### config.mk
export PLATFORM = sky130hd
export DESIGN_NAME = clock_btn_repeat_cu
export DESIGN_NICKNAME = d
export VERILOG_FILES = /design/src/rtl/clock_btn_repeat_cu.sv
export SDC_FILE = /design/constraint.sdc
export NUM_CORES = 1
export LEC_CHECK = 0
export BUFFER_PORTS_ARGS = -buffer_cell sky130_fd_sc_hd__buf_2
export CORE_MARGIN = 2
export CORE_UTILIZATION = 40
export CTS_CLUSTER_DIAMETER = 50
export DETAILED_ROUTE_END_ITERATION = 16
export HOLD_SLACK_MARGIN = 0.1
export PLACE_DENSITY = 0.58
export SLEW_MARGIN = 20
export SYNTH_ARGS = -nofsm -noshare
export SYNTH_HDL_FRONTEND = slang
export SYNTH_SLANG_ARGS = --single-unit
### constraint.sdc
create_clock -name clk -period 2.4 [get_ports clk]
set_clock_uncertainty 0.2 [all_clocks]
set_input_delay 0.24 -clock clk [delete_from_list [all_inputs] [get_ports clk]]
set_output_delay 0.24 -clock clk [all_outputs]
set_load 0.02 [all_outputs]
### src/rtl/clock_btn_repeat_cu.sv
// Button command unit: one pulse per press, then auto-repeat while held, fixed-priority channel select.
// Latency: button sampled high at edge k -> command pulse in the cycle right after edge k.
// Backpressure: none; presses arriving while busy or during the post-release gap are dropped.
module clock_btn_repeat_cu #(
  parameter int N_BTN         = 3,
  parameter int HOLD_CYCLES   = 50_000_000,
  parameter int REPEAT_CYCLES = 10_000_000,
  parameter int GAP_CYCLES    = 1_000_000
) (
  input  logic             clk,
  input  logic             rst,
  input  logic             i_en,
  input  logic [N_BTN-1:0] i_btn,
  output logic [N_BTN-1:0] o_btn,
  output logic             o_repeat,
  output logic             o_busy
);

  // One shared counter serves HOLD, REPEAT and GAP, so it is sized for the longest interval.
  localparam int CNT_MAX_HR = (HOLD_CYCLES > REPEAT_CYCLES) ? HOLD_CYCLES : REPEAT_CYCLES;
  localparam int CNT_MAX    = (CNT_MAX_HR > GAP_CYCLES) ? CNT_MAX_HR : GAP_CYCLES;
  localparam int CNT_W      = (CNT_MAX > 1) ? $clog2(CNT_MAX) : 1;
  localparam int SEL_W      = (N_BTN > 1) ? $clog2(N_BTN) : 1;

  localparam logic [CNT_W-1:0] HOLD_LAST = CNT_W'(HOLD_CYCLES - 1);
  localparam logic [CNT_W-1:0] REP_LAST  = CNT_W'(REPEAT_CYCLES - 1);
  localparam logic [CNT_W-1:0] GAP_LAST  = CNT_W'(GAP_CYCLES - 1);

  typedef enum logic [2:0] {
    S_IDLE,
    S_PRESS,
    S_HOLD,
    S_REPEAT,
    S_GAP
  } state_t;

  state_t           r_state;
  logic [CNT_W-1:0] r_cnt;
  logic [SEL_W-1:0] r_sel;

  logic [SEL_W-1:0] w_low_idx;
  logic             w_sel_held;
  logic             w_pulse;
  logic [N_BTN-1:0] w_onehot;

  // Lowest pressed index wins; scanning downward lets the last hit be the lowest.
  always_comb begin
    w_low_idx = '0;
    for (int i = N_BTN - 1; i >= 0; i--) begin
      if (i_btn[i]) begin
        w_low_idx = SEL_W'(i);
      end
    end
  end

  assign w_sel_held = i_btn[r_sel];

  // Main FSM; the counter restarts from zero on every state change.
  always_ff @(posedge clk or posedge rst) begin
    if (rst) begin
      r_state <= S_IDLE;
      r_cnt   <= '0;
      r_sel   <= '0;
    end else if (!i_en) begin
      // Disable wins over everything; a still-held button re-triggers once enabled again.
      r_state <= S_IDLE;
      r_cnt   <= '0;
    end else begin
      case (r_state)
        S_IDLE: begin
          r_cnt <= '0;
          if (|i_btn) begin
            r_sel   <= w_low_idx;
            r_state <= S_PRESS;
          end
        end
        S_PRESS: begin
          r_state <= S_HOLD;
          r_cnt   <= '0;
        end
        S_HOLD: begin
          if (!w_sel_held) begin
            r_state <= S_GAP;
            r_cnt   <= '0;
          end else if (r_cnt == HOLD_LAST) begin
            r_state <= S_REPEAT;
            r_cnt   <= '0;
          end else begin
            r_cnt <= r_cnt + 1'b1;
          end
        end
        S_REPEAT: begin
          if (!w_sel_held) begin
            r_state <= S_GAP;
            r_cnt   <= '0;
          end else if (r_cnt == REP_LAST) begin
            r_cnt <= '0;
          end else begin
            r_cnt <= r_cnt + 1'b1;
          end
        end
        S_GAP: begin
          // Buttons are deliberately not looked at here: this is the re-trigger lockout.
          if (r_cnt == GAP_LAST) begin
            r_state <= S_IDLE;
            r_cnt   <= '0;
          end else begin
            r_cnt <= r_cnt + 1'b1;
          end
        end
        default: begin
          r_state <= S_IDLE;
          r_cnt   <= '0;
        end
      endcase
    end
  end

  // Moore decode of the pulse, gated by enable so a disable silences outputs in the same cycle.
  assign w_pulse  = i_en & ((r_state == S_PRESS) |
                            ((r_state == S_REPEAT) & (r_cnt == REP_LAST)));
  assign w_onehot = N_BTN'(1) << r_sel;
  assign o_btn    = w_pulse ? w_onehot : '0;
  assign o_repeat = i_en & (r_state == S_REPEAT);
  assign o_busy   = i_en & (r_state != S_IDLE);

endmodule

==> metrics.md, run 1 <==
| Metric | Value |
|---|---|
| Crit-path leading delay family | `simple AND/OR/NAND/NOR gates` |
| Share of flip-flops with an asynchronous set or reset | `100%` |
| Detail Placement HPWL | `2770 µm` |
| Total track usage | `18.0%` |
| RR Endpoint | `r_cnt[2]` |
| DRT Pass-1 Iters | `4` |
| Synthesis-to-layout area growth | `23.5%` |
| Clock Latency Late Sink | `290 ps` |
| Most common cell after layout, fill and taps aside | `nor2_1` |
| Gpl congestion | `0.814` |
| P_sw | `0.450 mW` |
| Largest net degree at the start of global routing | `32` |
| Pre-CTS WS | `169 ps` |
| Reg2reg path depth | `6` |
| Internal Dissipation | `0.908 mW` |
| Hold path cells | `4` |
| Critical path arrival | `1960 ps` |
| Sequential share of the synthesized area | `44.5%` |
| CTS tree | `yes` |
| Core area | `4260 µm²` |
| Final core utilization | `50.5%` |
| Crit-path max FO | `6` |
| Post-route antenna net violation count | `0` |
| Warnings, synthesis | `0` |
| Post-synth EDFFs | `0` |
| H-tree levels | `2` |
| Vias in the first global route | `1541` |
| GR Overflow Total | `0` |
| Worst hold margin | `293 ps` |
| Vias/cell | `5.37` |
| Seq cells post-synth | `31` |
| Share of layout cells above drive strength 1 | `19.8%` |
| Fin. Hold Viols | `0` |
| Cell Rows | `24` |
| Combinational share of power | `23.3%` |
| Port-buffer cells | `10` |
| Synthesized net count | `197` |
| Io pins | `11` |
| WL final | `4010 µm` |
| Top achievable clock speed | `0.417 GHz` |
| Overall die area | `4900 µm²` |
| Clk pwr share | `29.6%` |
| Initial DRC Count | `88` |
| Clock Tree Buf Depth | `2` |
| Cells after Synth | `190` |
| Area of the mapped netlist | `1740 µm²` |
| Sequential share of power | `47.1%` |
| Final worst slack | `4.33 ps` |
| Top FF cell, synth | `dfrtp_1` |
| Synth unique cells | `40` |
| Diode count | `0` |
| Initial Util | `40.9%` |
| Sink Count | `31` |
| Routed len/inst | `14.4 µm` |
| Sw Ratio | `33.1%` |
| FF-to-FF setup slack | `280 ps` |
| Most frequent cells in the layout | `nor2_1 (34), dfrtp_1 (31), xor2_1 (19)` |
| Die width | `70.0 µm` |
| Max cap viols | `0` |
| Max IR drop VDD | `0.000286 V` |
| RSZ-0062 raised after global routing | `yes` |
| CTS Buf Count | `5` |
| Nets | `233` |
| Critical Path Max Stage Delay | `560 ps` |
| Slew Viols, Final | `0` |
| Crit start category | `flip-flop` |
| PD cells | `631 nW/µm²` |
| First-pass GRT wire length | `6970 µm` |
| Worst Hold End | `r_state[1]` |
| CP endpoint kind | `primary output` |
| Syn_area_per_cell | `9.17 µm²` |
| Fin cells | `279` |
| Clock slew at reported path FFs | `80 ps` |
| Initial antenna violation count | `0` |
| DRC | `0` |
| CP Class | `reg2out` |
| Sequence of cells on the critical path | `nor4_1, nand3_2, a21o_1, nor3_1, buf_2` |
| Total power | `1.36 mW` |
| Critical Path RT | `1960 ps` |
| Worst Tran Pin Value | `581 ps` |
| Via count | `1498` |
| Reg2reg start | `r_cnt[7]` |
| Crit-path slowest cell | `nor4_1` |
| Cell Area, Placed | `1930 µm²` |
| CTS root buffer | `clkbuf_8` |
| P_leak | `0.934 nW` |
| Worst slew margin | `60.9%` |
| Setup TNS Final | `0 ps` |
| Post-route cell area | `2150 µm²` |
| Placed cell count | `259` |
| Worst hold path type | `in2reg` |
| Die Ht | `70.0 µm` |
| Outcome | `finished clean` |
| HP Start | `i_btn[2]` |
| Tmin final | `2400 ps` |
| Setup violations, final | `0` |
| Fin crit share | `99.8%` |
| CP Launch Point | `r_cnt[14]` |
| Buf/Inv on CP | `1` |
==> per-layer routing <==
metal,part of all wire [%],vias up,track usage [%]
met5,0,-,0
met4,2.1,0,5.77
met3,3.5,10,4.76
met2,50,31,30.1
met1,44,716,22.7
li1,-,741,-
==> timing repair <==
item	CTS	global route
resized for setup	5	3
pin swaps	6	1
hold endpoints to repair	36	0
hold buffers	6	0
setup buffers	5	1
endpoints found under the setup margin	3	3
==> registers in the layout, summed over array words and instances, names as in the netlist <==
| signal | count |
|---|---|
| r_state | 3 |
| r_cnt | 26 |
| r_sel | 2 |
==> synthesized netlist by cell type, types with 3 or more instances <==
cell      number  area (µm²)
a21oi_1        5        25.0
and3_1         6        37.5
clkbuf_1       3        11.3
dfrtp_1       31         776
inv_1          4        15.0
nand2_1       14        52.6
nand2b_1       5        31.3
nand3_1       13        65.1
nand4_1        8        50.1
nor2_1        35         131
nor3_1         6        30.0
xnor2_1        4        35.0
xor2_1        19         166
==> power groups by stage <==
| stage | Clock [mW] | Combinational, mW | Sequential, mW |
|---|---|---|---|
| 4_1_cts | 0.417 | 0.311 | 0.637 |
| 3_3_place_gp | 0 | 0.270 | 0.642 |
| 6_report | 0.402 | 0.316 | 0.640 |
| 2_1_floorplan | 0 | 0.254 | 0.599 |
| 3_5_place_dp | 0 | 0.278 | 0.646 |
| 5_1_grt | 0.443 | 0.351 | 0.650 |
==> how the worst max path moves through the flow <==
stage | to | slack [ps] | cells after the start
6_report | o_btn[1] | 4 | 5
5_1_grt | o_btn[2] | -90 | 6
4_1_cts | o_btn[2] | -40 | 6
3_5_place_dp | o_btn[2] | 170 | 6
3_3_place_gp | o_btn[2] | 200 | 6
2_1_floorplan | o_btn[2] | 10 | 5
==> cell type report <==
class / count / area, µm²
sequential: 31 / 776
fill: 411 / 2110
timing repair buffer: 34 / 260
multi-input combinational: 150 / 952
clock buffer: 5 / 68.8
clock inverter: 3 / 15.0
inverter: 4 / 15.0
tap: 52 / 65.1
==> worst register-to-register path, stage by stage (launching register included) <==
cell      delay, ps
dfrtp_1         380
or4_4           560
and4bb_1        310
a311oi_1        110
o22ai_2         180
buf_12          190
nor2_1           80
==> cells by family (layout without fill, tap and decap cells) <==
kind of cell	after synthesis	in the layout	share of synthesized area, %
flops	31	31	44.5
compound gates	17	17	6.96
mux	2	2	1.15
xor+xnor	23	23	11.6
simple gates	107	107	32.3
buf+inv	9	46	2.80
fa+ha+maj	1	1	0.718
Power figures use the tool's default switching activity.
==> run 2: changes to the inputs <==
PLACE_DENSITY = unset   (was 0.58)
PLACE_DENSITY_LB_ADDON = 0.3   (was unset)
clock period = 2.3 ns   (was 2.4 ns; I/O delays follow)
==> run 2 against run 1 <==
Net effect: non-clock buffer count rose by 4; the flow now finishes with violations (setup timing); clock power rose by 3%; register-to-register slack got worse by 150 ps; largest cell class unchanged; worst setup slack got worse by 88 ps; total power rose by 3.7%; combinational power rose by 4%; via count rose by 0.53%; first-iteration DRC count fell by 19%; sequential power rose by 4.4%.
==> metrics.md, run 2 (synthesized netlist as in run 1, its figures left out) <==
| Metric | Value |
|---|---|
| RR Endpoint | `r_cnt[5]` |
| Die Ht | `70.0 µm (unchanged)` |
| Clock Tree Buf Depth | `2 (unchanged)` |
| DRC | `0 (unchanged)` |
| P_leak | `0.950 nW (+1.6%)` |
| Gpl congestion | `0.850 (+4.4%)` |
| Io pins | `11 (unchanged)` |
| DRT Pass-1 Iters | `4 (unchanged)` |
| Worst hold margin | `278 ps (-15.2 ps)` |
| Cell Rows | `24 (unchanged)` |
| Routed len/inst | `13.7 µm (-5.0%)` |
| Final core utilization | `51.5% (+1.0 points)` |
| Worst Tran Pin Value | `481 ps (-100 ps)` |
| Max FFs per register | `26 (unchanged)` |
| Clk pwr share | `29.3% (-0.3 points)` |
| Crit-path leading delay family | `simple AND/OR/NAND/NOR gates` |
| Via count | `1506 (+0.53%)` |
| Failing checks | `setup timing` |
| Vias/cell | `5.32 (-0.89%)` |
| Setup violations, final | `3 (+3)` |
| Top Registers | `r_cnt: 26 flops, r_state: 3 flops, r_sel: 2 flops` |
| Port-buffer cells | `10 (unchanged)` |
| Sw Ratio | `32.1% (-0.99 points)` |
| GR Overflow Total | `0 (unchanged)` |
| Critical Path RT | `1870 ps (-90 ps)` |
| Crit-path max FO | `3 (-3)` |
| Buf/Inv on CP | `1 (unchanged)` |
| Share of layout cells above drive strength 1 | `21.6% (+1.8 points)` |
| Top achievable clock speed | `0.420 GHz` |
| Tmin final | `2380 ps` |
| FILL cells | `394 (-4.1%)` |
| Initial antenna violation count | `0 (unchanged)` |
| Post-route cell area | `2190 µm² (+2.0%)` |
| WL final | `3870 µm (-3.6%)` |
| Cell Area, Placed | `1970 µm² (+2.2%)` |
| Diode count | `0 (unchanged)` |
| Slew Viols, Final | `0 (unchanged)` |
| Max IR drop VDD | `0.000399 V (+39%)` |
| Most common cell after layout, fill and taps aside | `nor2_1` |
| H-tree levels | `2 (unchanged)` |
| Clock slew at reported path FFs | `70 ps (about the same)` |
| Worst slew margin | `67.7% (+6.8 points)` |
| FF-to-FF setup slack | `130 ps (-150 ps)` |
| Fin crit share | `104%` |
| Final worst slack | `-83.8 ps (-88.1 ps)` |
| HP Start | `i_btn[2]` |
| Worst hold path type | `in2reg` |
| Sequence of cells on the critical path | `or4_4, nor2_4, nand3_2, a21o_1, nor3b_2, buf_4` |
| Overall die area | `4900 µm² (unchanged)` |
| Hold path cells | `4 (unchanged)` |
| Sink Count | `31 (unchanged)` |
| Crit start category | `flip-flop` |
| First-pass GRT wire length | `7020 µm (+0.69%)` |
| Reg2reg start | `r_cnt[8]` |
| Detail Placement HPWL | `2670 µm (-3.4%)` |
| PD cells | `642 nW/µm² (+1.7%)` |
| Largest net degree at the start of global routing | `32 (unchanged)` |
| Most flops, register | `r_cnt` |
| CTS root buffer | `clkbuf_8` |
| Fin. Hold Viols | `0 (unchanged)` |
| Total track usage | `18.1% (+0.11 points)` |
| Sequential share of power | `47.4% (+0.3 points)` |
| P_sw | `0.453 mW (+0.58%)` |
| CTS Buf Count | `5 (unchanged)` |
| Crit-path slowest cell | `or4_4` |
| Internal Dissipation | `0.956 mW (+5.2%)` |
| Die width | `70.0 µm (unchanged)` |
| Synthesis-to-layout area growth | `25.9%` |
| Max cap viols | `0 (unchanged)` |
| Outcome | `complete, but fails checks` |
| Vias in the first global route | `1517 (-1.6%)` |
| Critical Path Max Stage Delay | `560 ps (about the same)` |
| Initial DRC Count | `71 (-19%)` |
| Worst Hold End | `r_state[0]` |
| Nets | `237 (+1.7%)` |
| RSZ-0062 raised after global routing | `yes` |
| Most frequent cells in the layout | `nor2_1 (34), dfrtp_1 (30), buf_4 (23)` |
| CP endpoint kind | `primary output` |
| Combinational share of power | `23.3% (about the same)` |
| Initial Util | `40.9% (unchanged)` |
| Critical path arrival | `1950 ps (about the same)` |
| Post-route antenna net violation count | `0 (unchanged)` |
| CP Class | `reg2out` |
| CTS tree | `yes` |
| Core area | `4260 µm² (unchanged)` |
| Reg2reg path depth | `8 (+2)` |
| Clock Latency Late Sink | `290 ps (about the same)` |
run 2: worst max-delay path by stage:
stage                    from        to  slack, ps  cells past startpoint
finish               r_cnt[8]  o_btn[2]        -80                      6
detailed placement  r_cnt[11]  o_btn[2]        180                      6
global placement    r_cnt[11]  o_btn[2]        190                      6
global route         r_cnt[0]  o_btn[2]       -180                      7
CTS                 r_cnt[22]  o_btn[2]        -70                      6
floorplan           r_cnt[11]  o_btn[0]        -20                      5
run 2: layer usage:
layer / part of all wire [%] / up-vias / global-route usage (%)
met2: 50 / 28 / 29.7
met1: 45 / 718 / 23.3
met4: 1.9 / 0 / 6.41
met3: 3.5 / 8 / 4.33
li1: - / 752 / -
met5: 0 / - / 0
run 2: through the flow:
stage          power (mW)  TNS, ps  worst slack [ps]  std cells
3_3_place_gp        0.959        0               194        264
4_1_cts              1.41     -191             -69.4        282
6_report             1.41     -189             -83.8        283
5_1_grt              1.50     -584              -181        283
2_1_floorplan       0.893    -40.6             -20.3        190
3_5_place_dp        0.965        0               177        264
run 2: cell type report:
class	instances	area, µm²	share of cell area [%]
Inverter	4	15.0	0.684
Sequential cell	31	777	35.4
Timing Repair Buffer	38	293	13.3
Tap cell	52	65.1	2.96
Multi-Input combinational cell	150	963	43.9
Clock inverter	1	5.00	0.228
Clock buffer	7	76.3	3.48
run 2: power by group through the flow:
stage,Clock (mW),Combinational (mW),Sequential (mW)
floorplan,0,0.267,0.627
finish,0.413,0.328,0.668
global placement,0,0.288,0.671
CTS,0.422,0.328,0.662
detailed placement,0,0.293,0.672
global route,0.446,0.372,0.684
run 2: repair_timing:
action | 4_1_cts | 5_1_grt
pin swaps | 2 | 2
buffers inserted | 4 | 1
gates resized for setup | 4 | 7
cloned | 0 | 0
hold buffers | 6 | 0
hold endpoints to repair | 36 | 0
endpoints found under the setup margin | 3 | 4
run 2: worst reg2reg max path, stage by stage, from the launching register on:
cell and delay [ps]:
dfrtp_1 380, or4_4 560, nor2_4 130, buf_4 110, buf_4 100, a31oi_1 80, o22ai_2 230, buf_12 190
nor2_1 80
